===== src/rtl/rv32_prefetch_buffer.sv =====
// Purpose  : RV32 instruction prefetch buffer; req/gnt/rvalid fetch port feeding a valid/ready decode port.
// Latency  : rvalid to out_valid_o one cycle (zero with RV32_PREFETCH_BYPASS_EN when the FIFO is empty).
// Backpres.: requests issue only while a FIFO slot is reserved for every outstanding response.
// Ports    : clk_i, rst_i (sync, active-high); branch_i/branch_target_i redirect;
//            instr_req_o/instr_addr_o/instr_gnt_i/instr_rvalid_i/instr_rdata_i memory side;
//            out_valid_o/out_ready_i/out_instr_o/out_pc_o decode side.
// Option   : `define RV32_PREFETCH_BYPASS_EN to forward a response straight to out_* when the FIFO is empty.
module rv32_prefetch_buffer #(
   parameter int unsigned DEPTH           = 4,
   parameter int unsigned MAX_OUTSTANDING = 2,
   parameter logic [31:0] RESET_ADDR      = 32'h0
) (
   input  logic        clk_i,
   input  logic        rst_i,
   input  logic        branch_i,
   input  logic [31:0] branch_target_i,
   output logic        instr_req_o,
   output logic [31:0] instr_addr_o,
   input  logic        instr_gnt_i,
   input  logic        instr_rvalid_i,
   input  logic [31:0] instr_rdata_i,
   output logic        out_valid_o,
   input  logic        out_ready_i,
   output logic [31:0] out_instr_o,
   output logic [31:0] out_pc_o
);

   localparam int unsigned AW = $clog2(DEPTH);
   localparam int unsigned CW = AW + 1;
   localparam int unsigned SW = CW + 1;

   typedef enum logic [1:0] {S_BOOT, S_RUN, S_FLUSH} state_e;

   state_e        state_q;
   logic [31:0]   fetch_pc_q, fetch_pc_d;
   logic [31:0]   rsp_pc_q, rsp_pc_d;
   logic [31:0]   instr_mem_q [DEPTH];
   logic [31:0]   pc_mem_q    [DEPTH];
   logic [AW-1:0] wr_ptr_q, wr_ptr_d, rd_ptr_q, rd_ptr_d;
   logic [CW-1:0] count_q, count_d;
   logic [CW-1:0] outst_q, outst_d;
   logic [CW-1:0] disc_q, disc_d;

   logic          credit_ok, gnt_fire, rv_fire, rv_keep, fifo_empty, push, pop;
   logic [31:0]   tgt_aligned;
   logic          unused_tgt_bits;

   assign tgt_aligned     = {branch_target_i[31:2], 2'b00};
   assign unused_tgt_bits = ^branch_target_i[1:0];

   // Outstanding requests count against FIFO space so every response has a slot waiting.
   // This also keeps a raised request stable until granted: only a grant can shrink the credit.
   assign credit_ok   = (outst_q < CW'(MAX_OUTSTANDING)) &&
                        (({1'b0, count_q} + {1'b0, outst_q}) < SW'(DEPTH));
   assign instr_req_o = (state_q != S_BOOT) && credit_ok;
   assign instr_addr_o = fetch_pc_q;

   assign gnt_fire   = instr_req_o & instr_gnt_i;
   // A response with nothing outstanding is a protocol error and is ignored entirely.
   assign rv_fire    = instr_rvalid_i & (outst_q != '0);
   // Responses to pre-redirect requests, or arriving with a redirect, are dropped.
   assign rv_keep    = rv_fire & (disc_q == '0) & ~branch_i;
   assign fifo_empty = (count_q == '0);
   assign pop        = ~fifo_empty & out_ready_i & ~branch_i;

`ifdef RV32_PREFETCH_BYPASS_EN
   logic bypass;
   assign bypass      = fifo_empty & rv_keep;
   assign out_valid_o = ~fifo_empty | bypass;
   assign out_instr_o = bypass ? instr_rdata_i : (fifo_empty ? 32'h0 : instr_mem_q[rd_ptr_q]);
   assign out_pc_o    = bypass ? rsp_pc_q      : (fifo_empty ? 32'h0 : pc_mem_q[rd_ptr_q]);
   // A forwarded response taken by decode this cycle never enters the FIFO.
   assign push        = rv_keep & ~(bypass & out_ready_i);
`else
   assign out_valid_o = ~fifo_empty;
   assign out_instr_o = fifo_empty ? 32'h0 : instr_mem_q[rd_ptr_q];
   assign out_pc_o    = fifo_empty ? 32'h0 : pc_mem_q[rd_ptr_q];
   assign push        = rv_keep;
`endif

   always_comb begin
      fetch_pc_d = fetch_pc_q;
      rsp_pc_d   = rsp_pc_q;
      wr_ptr_d   = wr_ptr_q;
      rd_ptr_d   = rd_ptr_q;
      count_d    = count_q;
      outst_d    = outst_q + CW'(gnt_fire) - CW'(rv_fire);
      disc_d     = disc_q;
      if (branch_i) begin
         fetch_pc_d = tgt_aligned;
         rsp_pc_d   = tgt_aligned;
         wr_ptr_d   = '0;
         rd_ptr_d   = '0;
         count_d    = '0;
         // Everything still in flight after this cycle's handshakes belongs to the old stream.
         disc_d     = outst_d;
      end else begin
         if (gnt_fire) fetch_pc_d = fetch_pc_q + 32'd4;
         if (rv_keep)  rsp_pc_d   = rsp_pc_q + 32'd4;
         if (push)     wr_ptr_d   = wr_ptr_q + AW'(1);
         if (pop)      rd_ptr_d   = rd_ptr_q + AW'(1);
         count_d = count_q + CW'(push) - CW'(pop);
         if (rv_fire && (disc_q != '0)) disc_d = disc_q - CW'(1);
      end
   end

   always_ff @(posedge clk_i) begin
      if (rst_i) begin
         state_q    <= S_BOOT;
         fetch_pc_q <= RESET_ADDR;
         rsp_pc_q   <= RESET_ADDR;
         wr_ptr_q   <= '0;
         rd_ptr_q   <= '0;
         count_q    <= '0;
         outst_q    <= '0;
         disc_q     <= '0;
      end else begin
         fetch_pc_q <= fetch_pc_d;
         rsp_pc_q   <= rsp_pc_d;
         wr_ptr_q   <= wr_ptr_d;
         rd_ptr_q   <= rd_ptr_d;
         count_q    <= count_d;
         outst_q    <= outst_d;
         disc_q     <= disc_d;
         case (state_q)
            S_BOOT:  state_q <= S_RUN;
            S_RUN:   if (branch_i && (outst_d != '0)) state_q <= S_FLUSH;
            S_FLUSH: begin
               if (branch_i)              state_q <= (outst_d != '0) ? S_FLUSH : S_RUN;
               else if (disc_d == '0)     state_q <= S_RUN;
            end
            default: state_q <= S_BOOT;
         endcase
      end
   end

   // Storage needs no reset: out_* are masked while the FIFO is empty.
   always_ff @(posedge clk_i) begin
      if (!rst_i && push) begin
         instr_mem_q[wr_ptr_q] <= instr_rdata_i;
         pc_mem_q[wr_ptr_q]    <= rsp_pc_q;
      end
   end

endmodule


===== config.mk =====
export PLATFORM = sky130hd
export DESIGN_NAME = rv32_prefetch_buffer
export DESIGN_NICKNAME = d
export VERILOG_FILES = /design/src/rtl/rv32_prefetch_buffer.sv
export SDC_FILE = /design/constraint.sdc
export NUM_CORES = 1
export LEC_CHECK = 0
export ABC_CLOCK_PERIOD_IN_PS = 6800
export BUFFER_PORTS_ARGS = -buffer_cell sky130_fd_sc_hd__buf_2
export CAP_MARGIN = 15
export CORE_AREA = 2 2 183 131
export DETAILED_ROUTE_END_ITERATION = 10
export DIE_AREA = 0 0 185 133
export PLACE_DENSITY = 0.82
export SYNTH_ARGS = -nofsm -noshare
export SYNTH_HDL_FRONTEND = slang
export SYNTH_SLANG_ARGS = --single-unit

===== constraint.sdc =====
create_clock -name clk_i -period 6.8 [get_ports clk_i]
set_input_delay 1.02 -clock clk_i [delete_from_list [all_inputs] [get_ports clk_i]]
set_output_delay 1.02 -clock clk_i [all_outputs]
set_load 0.01 [all_outputs]

# After elaboration in Yosys (flattened, before gate mapping)

Memory sizes are Yosys's and may differ from the RTL's. A register that Yosys moved wholly into a read port is not among the register bits.
Index checks and enable logic that the tools add are counted.

Add/subtract/negate cells: 10
Reductions and logical operators: 18
Eq/ne operators: 4
Bitwise logic cells: 8
Multiplexer cells: 19
$lt $le $gt $ge: 2

Operators by type and width:

| kind                    | count |
|---|---|
| $mux W32                | 6 |
| $add A32 B3 Y32 const B | 2 |
| $mux W2                 | 8 |
| $logic_not A3 Y1        | 3 |
| $reduce_bool A3 Y1      | 3 |
| $add A3 B1 Y3           | 2 |
| $and A1 B1 Y1           | 6 |
| $mux W3                 | 2 |
| $pmux W2 S3             | 1 |
| $reduce_bool A2 Y1      | 3 |
| $sub A3 B1 Y3           | 2 |
| $logic_and A1 B1 Y1     | 5 |
| $add A2 B1 Y2 const B   | 2 |
| $add A3 B3 Y4           | 1 |
| $lt A4 B3 Y1 const B    | 1 |
| $lt A3 B2 Y1 const B    | 1 |
| $ne A3 B3 Y1 const B    | 1 |
| $sub A3 B1 Y3 const B   | 1 |
| $eq A2 B1 Y1 const B    | 1 |
| $eq A2 B2 Y1 const B    | 1 |
| $logic_not A2 Y1        | 1 |
| $mux W1                 | 2 |
| $ne A2 B2 Y1 const B    | 1 |
| $not A1 Y1              | 2 |
| other kinds (3)         | 3 |

Flip-flop bits (word level): 79
RAM bits: 256
Memories kept: 2

Memory list:

| memory      | depth | width | rd ports | clocked after memory_dff | write ports | line | RTL |
|---|---|---|---|---|---|---|---|
| instr_mem_q | 4     | 32    | 1        | 1                        | 1           | 37   | `logic [31:0] instr_mem_q [DEPTH];` |
| pc_mem_q    | 4     | 32    | 1        | 1                        | 1           | 38   | `logic [31:0] pc_mem_q [DEPTH];` |

# Longest topological paths before layout

Gate-level depths: netlist of the first run.

Depth after elaboration: 12
Gate-level depth with buffers: 15
Gate-level depth less buffers: 14

# Worst setup path before layout of the first run

No wires, ideal clock.

Kind: input -> register
From: in branch_i
To: mem instr_mem_q[0][0], enable pin
Arrival: 3.326 ns
Cell stages on the path: 4
Slack: 3.048 ns
Library setup time: 0.426 ns
Cells stage by stage: or2_2 > clkbuf_1 > nor3_2 > and2_1

Word-level cells in the longest chain between the ends: 5

Ends and longest elaborated chain:

| what                          | line | RTL |
|---|---|---|
| start: declaration            | 15   | `input logic branch_i,` |
| $not A1 Y1                    | 62   | `assign rv_keep = rv_fire & (disc_q == '0) & ~branch_i;` |
| $and A1 B1 Y1                 | 62   |  |
| $logic_and A1 B1 Y1           | 139  | `if (!rst_i && push) begin` |
| $mux W1                       | 139  |  |
| $mux W1 (not written as such) | 140  | `instr_mem_q[wr_ptr_q] <= instr_rdata_i;` |
| end: declaration              | 37   |  |

Every way passes these cells.

==> impl_metrics.tcl, run 1 <==
set metrics [dict create \
    max_freq_mhz 252.7 \
    post_cts_buffers 0 \
    holdBufCountCts 0 \
    clock_path_buffers 3 \
    grt_max_degree 87 \
    status "finished, final reports clean" \
    dp_hpwl_um 17370 \
    synth_flop_cell "edfxtp_1" \
    post_dp_cell_area_mm2 0.01470 \
    critPathLaunchType "flop" \
    grt_pass1_wl_um 42840 \
    cts_root_buf "clkbuf_16" \
    synth_edf_count 248 \
    initial_utilization 0.5898 \
    slowest_delay_ps 710 \
    placementRows 47 \
    p_int_mw 3.304 \
    numPlacedInstances 1319 \
    cp.arrival_ps 2940 \
    grt_pass1_vias 7678 \
    final_common_cell "edfxtp_1" \
    multi_input_comb_area_mm2 0.004349 \
    finalSetupViolCount 0 \
    p_switching_mw 1.035 \
    pwr-share-clk 0.370 \
    syn_inst 874 \
    drt_first_pass_iters 4 \
    worst-path-buf-inv 2 \
    holdWs_ps 506.7 \
    yosysSeqAreaShare 0.6611 \
    final_cell_mix "248 x edfxtp_1, 161 x buf_2, 75 x dfxtp_1" \
    crit_slowest_cell "dfxtp_4" \
    cts_max_level 1 \
    fillers 1595 \
    required_ps 5780 \
    path_clk_slew_ps 60 \
    report.final.slew_viol_count 0 \
    post-place-ws_ps 2707 \
    synth_seq_cells 325 \
    netlist_area_mm2 0.01360 \
    antenna-diode-count 0 \
    antenna_found_initial 1 \
    clk_latency_ps 560 \
    syn_area_per_cell_um2 15.56 \
    synthArstFlopShare 0 \
    worstMarginPinSlew_ps 1092 \
    clock-sinks 325 \
    cts_tree "done" \
    synth.distinct_cells 62 \
    drcViolationCount 0 \
    cts_resized 0 \
    critPathCaptureType "primary output" \
    dr_total_vias 7973 \
    crit_chain "buf_4 > mux4_2 > nor2b_1 > buf_2" \
    seq_area_mm2 0.008994 \
    power.density_mw_per_mm2 277.1 \
    finalHoldViolations 0 \
    io_pins 168 \
    fin_skew_ps 12.91 \
    path_delay_family "buffers and inverters" \
    drive_gt1_frac 0.2842 \
    swShare 0.2385 \
    drt_wl_total_um 27300 \
    grt_use_total 0.2257 \
    power_leakage_nw 5.459 \
    rsz0062_at_grt "false" \
    setup_tns_ps 0 \
    final_cells 1377 \
    portBuffers 161 \
    nNetsFinal 1121 \
    seq_power_share 0.528 \
    combPwrFrac 0.102 \
    die_h_um 133 \
    cts_buffers 31 \
    ys_warn_count 0 \
    gp_congestion 0.8107 \
    routedWlPerCell_um 19.83 \
    overflow 0 \
    cap_violations 0 \
    routed_via_density 5.790 \
    first_iter_violations 690 \
    min_period_ps 3957 \
    dieArea_mm2 0.02461 \
    period_share 0.5819 \
    chipWidth_um 185 \
    worst_ir_drop_vdd_mv 0.1888 \
    slew_headroom 0.2721 \
    setup_ws_ps 2843 \
    cp_max_fo 36 \
    final_area_mm2 0.01566 \
    syn_to_final_growth_pct 15.16 \
    hold_class "reg2reg" \
    crit_type "reg2out" \
    core_area_mm2 0.02305 \
    ant_nets 0 \
]
[Yosys cell counts (7+ instances only)]
cell type / number / area share
a21boi_0: 37 / 0.020
and2_1: 10 / 0.0046
and3_1: 8 / 0.0037
buf_2: 10 / 0.0037
clkbuf_1: 31 / 0.0086
dfxtp_1: 77 / 0.11
edfxtp_1: 248 / 0.55
ha_1: 15 / 0.014
inv_1: 20 / 0.0055
mux4_2: 62 / 0.10
nand2_1: 34 / 0.0094
nand3_1: 25 / 0.0092
nand4_1: 22 / 0.010
nor2_1: 23 / 0.0063
nor2b_1: 65 / 0.030
nor3_1: 11 / 0.0040
nor4_1: 7 / 0.0032
o21a_1: 33 / 0.018
o31a_1: 14 / 0.0090
xnor2_1: 16 / 0.010
xor2_1: 33 / 0.021
[through the flow]
step                power (mW)    util
floorplan                2.611       -
detailed placement       2.770  0.6375
global route             4.512  0.6792
CTS                      4.367  0.6792
finish                   4.338  0.6792
global placement         2.757  0.6375
[worst reg2reg max path, stage by stage (launching register included)]
cell	delay [ps]
dfxtp_1	340
ha_1	340
nor4b_4	340
o2111a_2	460
inv_1	100
ha_1	280
inv_1	40
ha_1	180
fa_1	460
and2_1	150
a311oi_1	280
a31oi_1	190
a22o_1	260
[power groups by stage]
| stage | logic [mW] | registers, mW | clock network [mW] |
|---|---|---|---|
| finish | 0.442 | 2.29 | 1.61 |
| global placement | 0.431 | 2.33 | 0 |
| global route | 0.494 | 2.30 | 1.72 |
| detailed placement | 0.439 | 2.33 | 0 |
| floorplan | 0.295 | 2.32 | 0 |
| CTS | 0.444 | 2.29 | 1.63 |
[registers in the layout (all words and copies together), names as in the netlist, named ones only]
signal        flops
outst_q           3
wr_ptr_q          2
state_q           2
pc_mem_q        120
rsp_pc_q         30
instr_addr_o     30
count_q           3
instr_mem_q     128
rd_ptr_q          2
disc_q            3
[worst paths after layout]
kind | startpoint | to | slack [ps] | cells past startpoint
min reg2reg | wr_ptr_q[1]$_SDFFE_PP0P_ | wr_ptr_q[1]$_SDFFE_PP0P_ | 510 | 2
max reg2reg | count_q[2]$_SDFF_PP0_ | state_q[1]$_SDFFE_PP0P_ | 3280 | 12
max | flop | out_instr_o[0] | 2840 | 4
min | wr_ptr_q[1]$_SDFFE_PP0P_ | wr_ptr_q[1]$_SDFFE_PP0P_ | 510 | 2
[cell type report]
class | count | area share
sequential | 325 | 0.5744
multi-input combinational | 485 | 0.2778
timing repair buffer | 171 | 0.05626
clock buffer | 37 | 0.05227
tap | 318 | 0.02541
clock inverter | 21 | 0.009031
inverter | 20 | 0.004795
[cell families after synthesis]
group                      share of synthesized area
adders and majority gates                    0.01675
muxes                                         0.1027
DFF                                           0.6611
buffers and inverters                        0.02052
AOI/OAI and AO/OA                            0.06617
other                                      0.0002758
and+or+nand+nor                               0.1009
xor gates and xnor gates                     0.03157
[per-layer routing]
metal | part of all wire | global-route usage | up-vias
met4 | 0.011 | 0.03307 | 2
met5 | 0.00048 | 0 | -
met2 | 0.44 | 0.3379 | 318
met1 | 0.45 | 0.3509 | 3940
li1 | - | - | 3682
met3 | 0.090 | 0.05037 | 31
Power figures use the tool's default switching activity.
==> run 2: changes to the inputs <==
==> config.mk (replaced) <==
export PLATFORM = sky130hd
export DESIGN_NAME = rv32_prefetch_buffer
export DESIGN_NICKNAME = d
export VERILOG_FILES = /design/src/rtl/rv32_prefetch_buffer.sv
export SDC_FILE = /design/constraint.sdc
export NUM_CORES = 1
export LEC_CHECK = 0
export ABC_CLOCK_PERIOD_IN_PS = 3900
export BUFFER_PORTS_ARGS = -buffer_cell sky130_fd_sc_hd__buf_2
export CAP_MARGIN = 15
export CORE_AREA = 2 2 186 134
export DETAILED_ROUTE_END_ITERATION = 10
export DIE_AREA = 0 0 188 136
export PLACE_DENSITY = 0.79
export SYNTH_ARGS = -nofsm -noshare
export SYNTH_HDL_FRONTEND = slang
export SYNTH_SLANG_ARGS = --single-unit
==> constraint.sdc (replaced) <==
create_clock -name clk_i -period 3.9 [get_ports clk_i]
set_input_delay 0.585 -clock clk_i [delete_from_list [all_inputs] [get_ports clk_i]]
set_output_delay 0.585 -clock clk_i [all_outputs]
set_load 0.01 [all_outputs]
==> run 2 against run 1 <==
Cell count up 0.29%. Routed wire length up 5.3%. Clock skew down 3.2 ps. Sequential cell count unchanged. Setup slack worse by 2200 ps. Clock power up 71%. Critical endpoint is now state_q[1]$_SDFFE_PP0P_. Highest routed layer is now met4.
==> impl_metrics.tcl, run 2 (synthesis results as in run 1) <==
set metrics [dict create \
    status "finished, final reports clean" \
    grt_max_degree 77 \
    total_power_mw 7.538 \
    r2r_setup_slack_ps 590 \
    dr_total_vias 8106 \
    finalSetupViolCount 0 \
    slowest_delay_ps 490 \
    cts_resized 0 \
    holdWs_ps 265.3 \
    dp_hpwl_um 18520 \
    cp_max_fo 3 \
    gp_congestion 0.8422 \
    dieArea_mm2 0.02557 \
    portBuffers 161 \
    worst_ir_drop_vdd_mv 0.2877 \
    top_regs "instr_mem_q x128, pc_mem_q x120" \
    clk_latency_ps 540 \
    cp.arrival_ps 3740 \
    fin_skew_ps 9.685 \
    hold_class "in2reg" \
    nNetsFinal 1124 \
    post_dp_cell_area_mm2 0.01482 \
    routedWlPerCell_um 20.81 \
    die_h_um 136 \
    setup_ws_ps 594.0 \
    placementRows 48 \
    drt_first_pass_iters 5 \
    power_leakage_nw 5.452 \
    cts_root_buf "clkbuf_16" \
    cts_buffers 29 \
    period_share 0.8477 \
    largest_reg_flops 128 \
    final_area_mm2 0.01571 \
    initial_utilization 0.5674 \
    drcViolationCount 0 \
    crit_type "reg2reg" \
    first_iter_violations 747 \
    crit_slowest_cell "fa_1" \
    cap_violations 0 \
    top_register "instr_mem_q" \
    utilization 0.6557 \
    antenna_found_initial 0 \
    critPathLaunchType "flop" \
    cts_max_level 1 \
    overflow 0 \
    numPlacedInstances 1331 \
    final_cells 1381 \
    max_freq_mhz 302.5 \
    critPathCaptureType "flop" \
    grt_use_total 0.2278 \
    crit_chain "ha_1 > nor4b_4 > o2111a_2 > inv_1 > ha_1 > inv_1 > ha_1 > fa_1 > and2_1 > a311oi_1 > a31oi_1 > a22o_1" \
    clock-sinks 325 \
    core_area_mm2 0.02396 \
    chipWidth_um 188 \
    cts_tree "done" \
    slew_headroom 0.2494 \
    finalHoldViolations 0 \
    ant_nets 0 \
    clock_path_buffers 3 \
    report.final.slew_viol_count 0 \
    grt_pass1_wl_um 45080 \
    worstMarginPinSlew_ps 1125 \
    rsz0062_at_grt "false" \
    drive_gt1_frac 0.2796 \
    required_ps 4330 \
    grt_pass1_vias 8083 \
    routed_via_density 5.870 \
    critPathMostFrequentCell "ha_1" \
    min_period_ps 3306 \
    final_cell_mix "248 x edfxtp_1, 161 x buf_2, 75 x dfxtp_1" \
    power.density_mw_per_mm2 479.8 \
    setup_tns_ps 0 \
    post_cts_buffers 0 \
    syn_to_final_growth_pct 15.57 \
    holdBufCountCts 0 \
    io_pins 168 \
    final_common_cell "edfxtp_1" \
    path_clk_slew_ps 60 \
    post-place-ws_ps 626.4 \
    drt_wl_total_um 28740 \
]
==> run 2: changes by cell type in the layout (fill, tap and decap cells not counted), sizes merged <==
cell	before	now
diode	0	1
clkbuf	37	39
bufinv	1	3
buf	171	176
clkinv	18	7
inv	22	20
==> run 2: per-layer routing <==
metal	track usage	part of all wire	vias to the layer above	routed length, um
li1	-	-	3681	-
met1	0.3338	0.45	4103	12870
met2	0.3661	0.47	287	13390
met3	0.04027	0.072	35	2064
met4	0.04199	0.014	0	408
met5	0	0	-	0
==> run 2: cell type report <==
type	instances	area [um^2]
diodes	1	2.502
clock inverters	10	118.9
well taps	325	406.6
flip-flops and latches	325	8994
repair buffers	176	993.5
inverters	20	75.07
clock buffers	39	773.2
fillers	1720	8250
multi-input cells	485	4349
==> run 2: worst max-delay path, delay by kind of cell, from the launching register on <==
| family | cells | cell delay (ps) |
|---|---|---|
| compound gates | 4 | 1000 |
| fa+ha+maj | 4 | 1280 |
| buf+inv | 2 | 100 |
| flops | 1 | 340 |
| simple gates | 2 | 490 |
==> run 2: final timing paths <==
| kind | from | end | cells past startpoint |
|---|---|---|---|
| worst max-delay path | count_q[2]$_SDFF_PP0_ | state_q[1]$_SDFFE_PP0P_ | 12 |
| worst min-delay path | instr_rdata_i[6] | instr_mem_q[3][6]$_DFFE_PP_ | 1 |
| worst max register to register | count_q[2]$_SDFF_PP0_ | state_q[1]$_SDFFE_PP0P_ | 12 |
| worst min register to register | instr_addr_o[26]$_SDFFE_PP0P_ | instr_addr_o[26]$_SDFFE_PP0P_ | 2 |
==> run 2: power by group <==
part | total (mW) | switching, mW | internal [mW]
combinational | 0.793 | 0.450 | 0.342
sequential | 3.99 | 0.130 | 3.86
clock | 2.75 | 1.18 | 1.57
==> run 3: changes to the inputs <==
==> config.mk (replaced) <==
export PLATFORM = sky130hd
export DESIGN_NAME = rv32_prefetch_buffer
export DESIGN_NICKNAME = d
export VERILOG_FILES = /design/src/rtl/rv32_prefetch_buffer.sv
export SDC_FILE = /design/constraint.sdc
export NUM_CORES = 1
export LEC_CHECK = 0
export ABC_AREA = 1
export ABC_CLOCK_PERIOD_IN_PS = 2800
export BUFFER_PORTS_ARGS = -buffer_cell sky130_fd_sc_hd__buf_2
export CAP_MARGIN = 15
export CORE_AREA = 2 2 203 145
export DETAILED_ROUTE_END_ITERATION = 10
export DIE_AREA = 0 0 205 147
export PLACE_DENSITY = 0.76
export SYNTH_ARGS = -nofsm -noshare
export SYNTH_HDL_FRONTEND = slang
export SYNTH_SLANG_ARGS = --single-unit
==> constraint.sdc (replaced) <==
create_clock -name clk_i -period 2.8 [get_ports clk_i]
set_input_delay 0.42 -clock clk_i [delete_from_list [all_inputs] [get_ports clk_i]]
set_output_delay 0.42 -clock clk_i [all_outputs]
set_load 0.01 [all_outputs]
==> run 3 against run 2 <==
Critical path depth shrank 7. First-iteration DRC count grew 55%. Synthesized area grew 8.9%. Power grew 52%. Final area grew 9.1%. Clock skew grew 7.6 ps. Highest routed layer unchanged. Cell count grew 53%. Worst hold slack lost 210 ps. Largest cell class unchanged. Sequential power grew 42%. Clock power grew 52%. Global-route usage grew 1.5 points.
==> impl_metrics.tcl, run 3 <==
set metrics [dict create \
    status "finished, final reports clean" \
    drcViolationCount 0 \
    synth_edf_count 248 \
    final_common_cell "nor2_1" \
    top_register "instr_mem_q" \
    critPathCaptureType "primary output" \
    worstMarginPinSlew_ps 824.9 \
    largest_reg_flops 128 \
    power_leakage_nw 6.715 \
    crit_type "reg2out" \
    io_pins 168 \
    cts_max_level 1 \
    syn_to_final_growth_pct 15.88 \
    finalSetupViolCount 0 \
    cp.arrival_ps 2240 \
    critPathLaunchType "flop" \
    dieArea_mm2 0.03014 \
    initial_utilization 0.5217 \
    worst_ir_drop_vdd_mv 0.4928 \
    cts_root_buf "clkbuf_16" \
    routed_via_density 5.472 \
    drt_first_pass_iters 6 \
    grt_pass1_vias 10727 \
    r2r_cells 15 \
    dr_total_vias 11545 \
    clk_latency_ps 580 \
    synth.distinct_cells 49 \
    dp_hpwl_um 23560 \
    antenna-diode-count 0 \
    hold_path_depth 1 \
    path_clk_slew_ps 70 \
    clock-sinks 325 \
    synth_commonest_cells "318 x nor2_1, 248 x edfxtp_1, 206 x nand2_1" \
    chipWidth_um 205 \
    final_cell_mix "314 x nor2_1, 248 x edfxtp_1, 206 x nand2_1" \
    synthTopCellsByArea "edfxtp_1 50%, dfxtp_1 10%, nor2_1 8.1%" \
    core_area_mm2 0.02837 \
    fin_skew_ps 17.28 \
    cts_buffers 31 \
    grt_use_total 0.2432 \
    cp_max_fo 60 \
    synthArstFlopShare 0 \
    power.density_mw_per_mm2 670.1 \
    grt_pass1_wl_um 57550 \
    hold_class "in2reg" \
    ys_warn_count 0 \
    drt_wl_total_um 36890 \
    ant_nets 0 \
    utilization 0.6046 \
    synth_flop_cell "edfxtp_1" \
    cap_violations 0 \
    post-place-ws_ps 130.1 \
    synth_top_area_frac 0.5032 \
    setup_ws_ps 135.2 \
    synth_most_common_cell "nor2_1" \
    overflow 0 \
    routedWlPerCell_um 17.48 \
    clock_path_buffers 3 \
    drive_gt1_frac 0.1721 \
    slew_headroom 0.4500 \
    netlist_area_mm2 0.01480 \
    max_freq_mhz 375.3 \
    gp_congestion 0.9492 \
    min_period_ps 2665 \
    syn_inst 1553 \
    synth_seq_cells 325 \
    portBuffers 161 \
    finalHoldViolations 0 \
    grt_max_degree 63 \
    placementRows 52 \
    die_h_um 147 \
    period_share 0.9517 \
    first_iter_violations 1159 \
    syn_area_per_cell_um2 9.530 \
    cts_tree "done" \
    antenna_found_initial 0 \
    yosysSeqAreaShare 0.6073 \
    synth_top_area_cell "edfxtp_1" \
    nNetsFinal 1794 \
    top_regs "instr_mem_q x128, pc_mem_q x120" \
    report.final.slew_viol_count 0 \
    holdBufCountCts 0 \
    required_ps 2380 \
]
## run 3: stage by stage
step | hold slack (ps) | TNS, ps | instance area [um^2] | total power, mW | cells
2_1_floorplan | 435.6 | -115650 | 14820 | 6.775 | 1556
3_3_place_gp | 450.9 | 0 | 16080 | 7.283 | 2050
3_5_place_dp | 476.5 | 0 | 16080 | 7.339 | 2050
4_1_cts | 32.05 | 0 | 17120 | 11.49 | 2109
5_1_grt | 44.65 | -6.770 | 17150 | 11.96 | 2110
6_report | 55.43 | 0 | 17150 | 11.49 | 2110
## run 3: timing repair
action	in CTS	in global routing
pin swaps	0	4
buffers inserted	1	1
setup endpoints to repair	34	2
gates resized for setup	4	6
## run 3: final timing paths
path,start,to,slack (ps)
worst min register to register,rd_ptr_q[1]$_SDFFE_PP0P_,flop,480
worst max register to register,count_q[1]$_SDFF_PP0_,state_q[1]$_SDFFE_PP0P_,180
worst min-delay path,instr_rdata_i[6],instr_mem_q[1][6]$_DFFE_PP_,60
worst max-delay path,flop,out_pc_o[16],140
## run 3: cell type report
cell class                      count  area, um^2
Inverter                          126       475.5
Timing Repair Buffer              192        1145
Tap cell                          378       473.0
Fill cell                        2346       11220
Sequential cell                   325        8995
Clock buffer                       49       873.3
Clock inverter                      9       137.6
Multi-Input combinational cell   1031        5051
## run 3: layer usage
layer,wire [um],track usage
met1,16540,0.3521
met2,16490,0.3745
met3,3082,0.04947
met4,779,0.06727
met5,0,0
## run 3: critical path, cell delays in order, from the launching register on
cell	delay, ps
dfxtp_4	450
inv_4	240
buf_12	280
o21ai_0	130
a21oi_1	350
buf_2	210
## run 3: kinds of logic (layout without fill, tap and decap cells)
kind of cell | count (synthesis) | count (layout) | share of synthesized area
AO/OA/AOI/OAI | 324 | 324 | 0.1145
XOR/XNOR | 20 | 20 | 0.01184
buffers and inverters | 200 | 376 | 0.05605
other | 1 | 4 | 0.0002534
flip-flops | 325 | 325 | 0.6073
adder cells (fa/ha/maj) | 17 | 17 | 0.01539
AND/OR/NAND/NOR | 666 | 666 | 0.1946
## run 3: power by group
part	switching, mW	internal, mW
clock	1.75	2.42
sequential	0.232	5.45
combinational	1.05	0.583
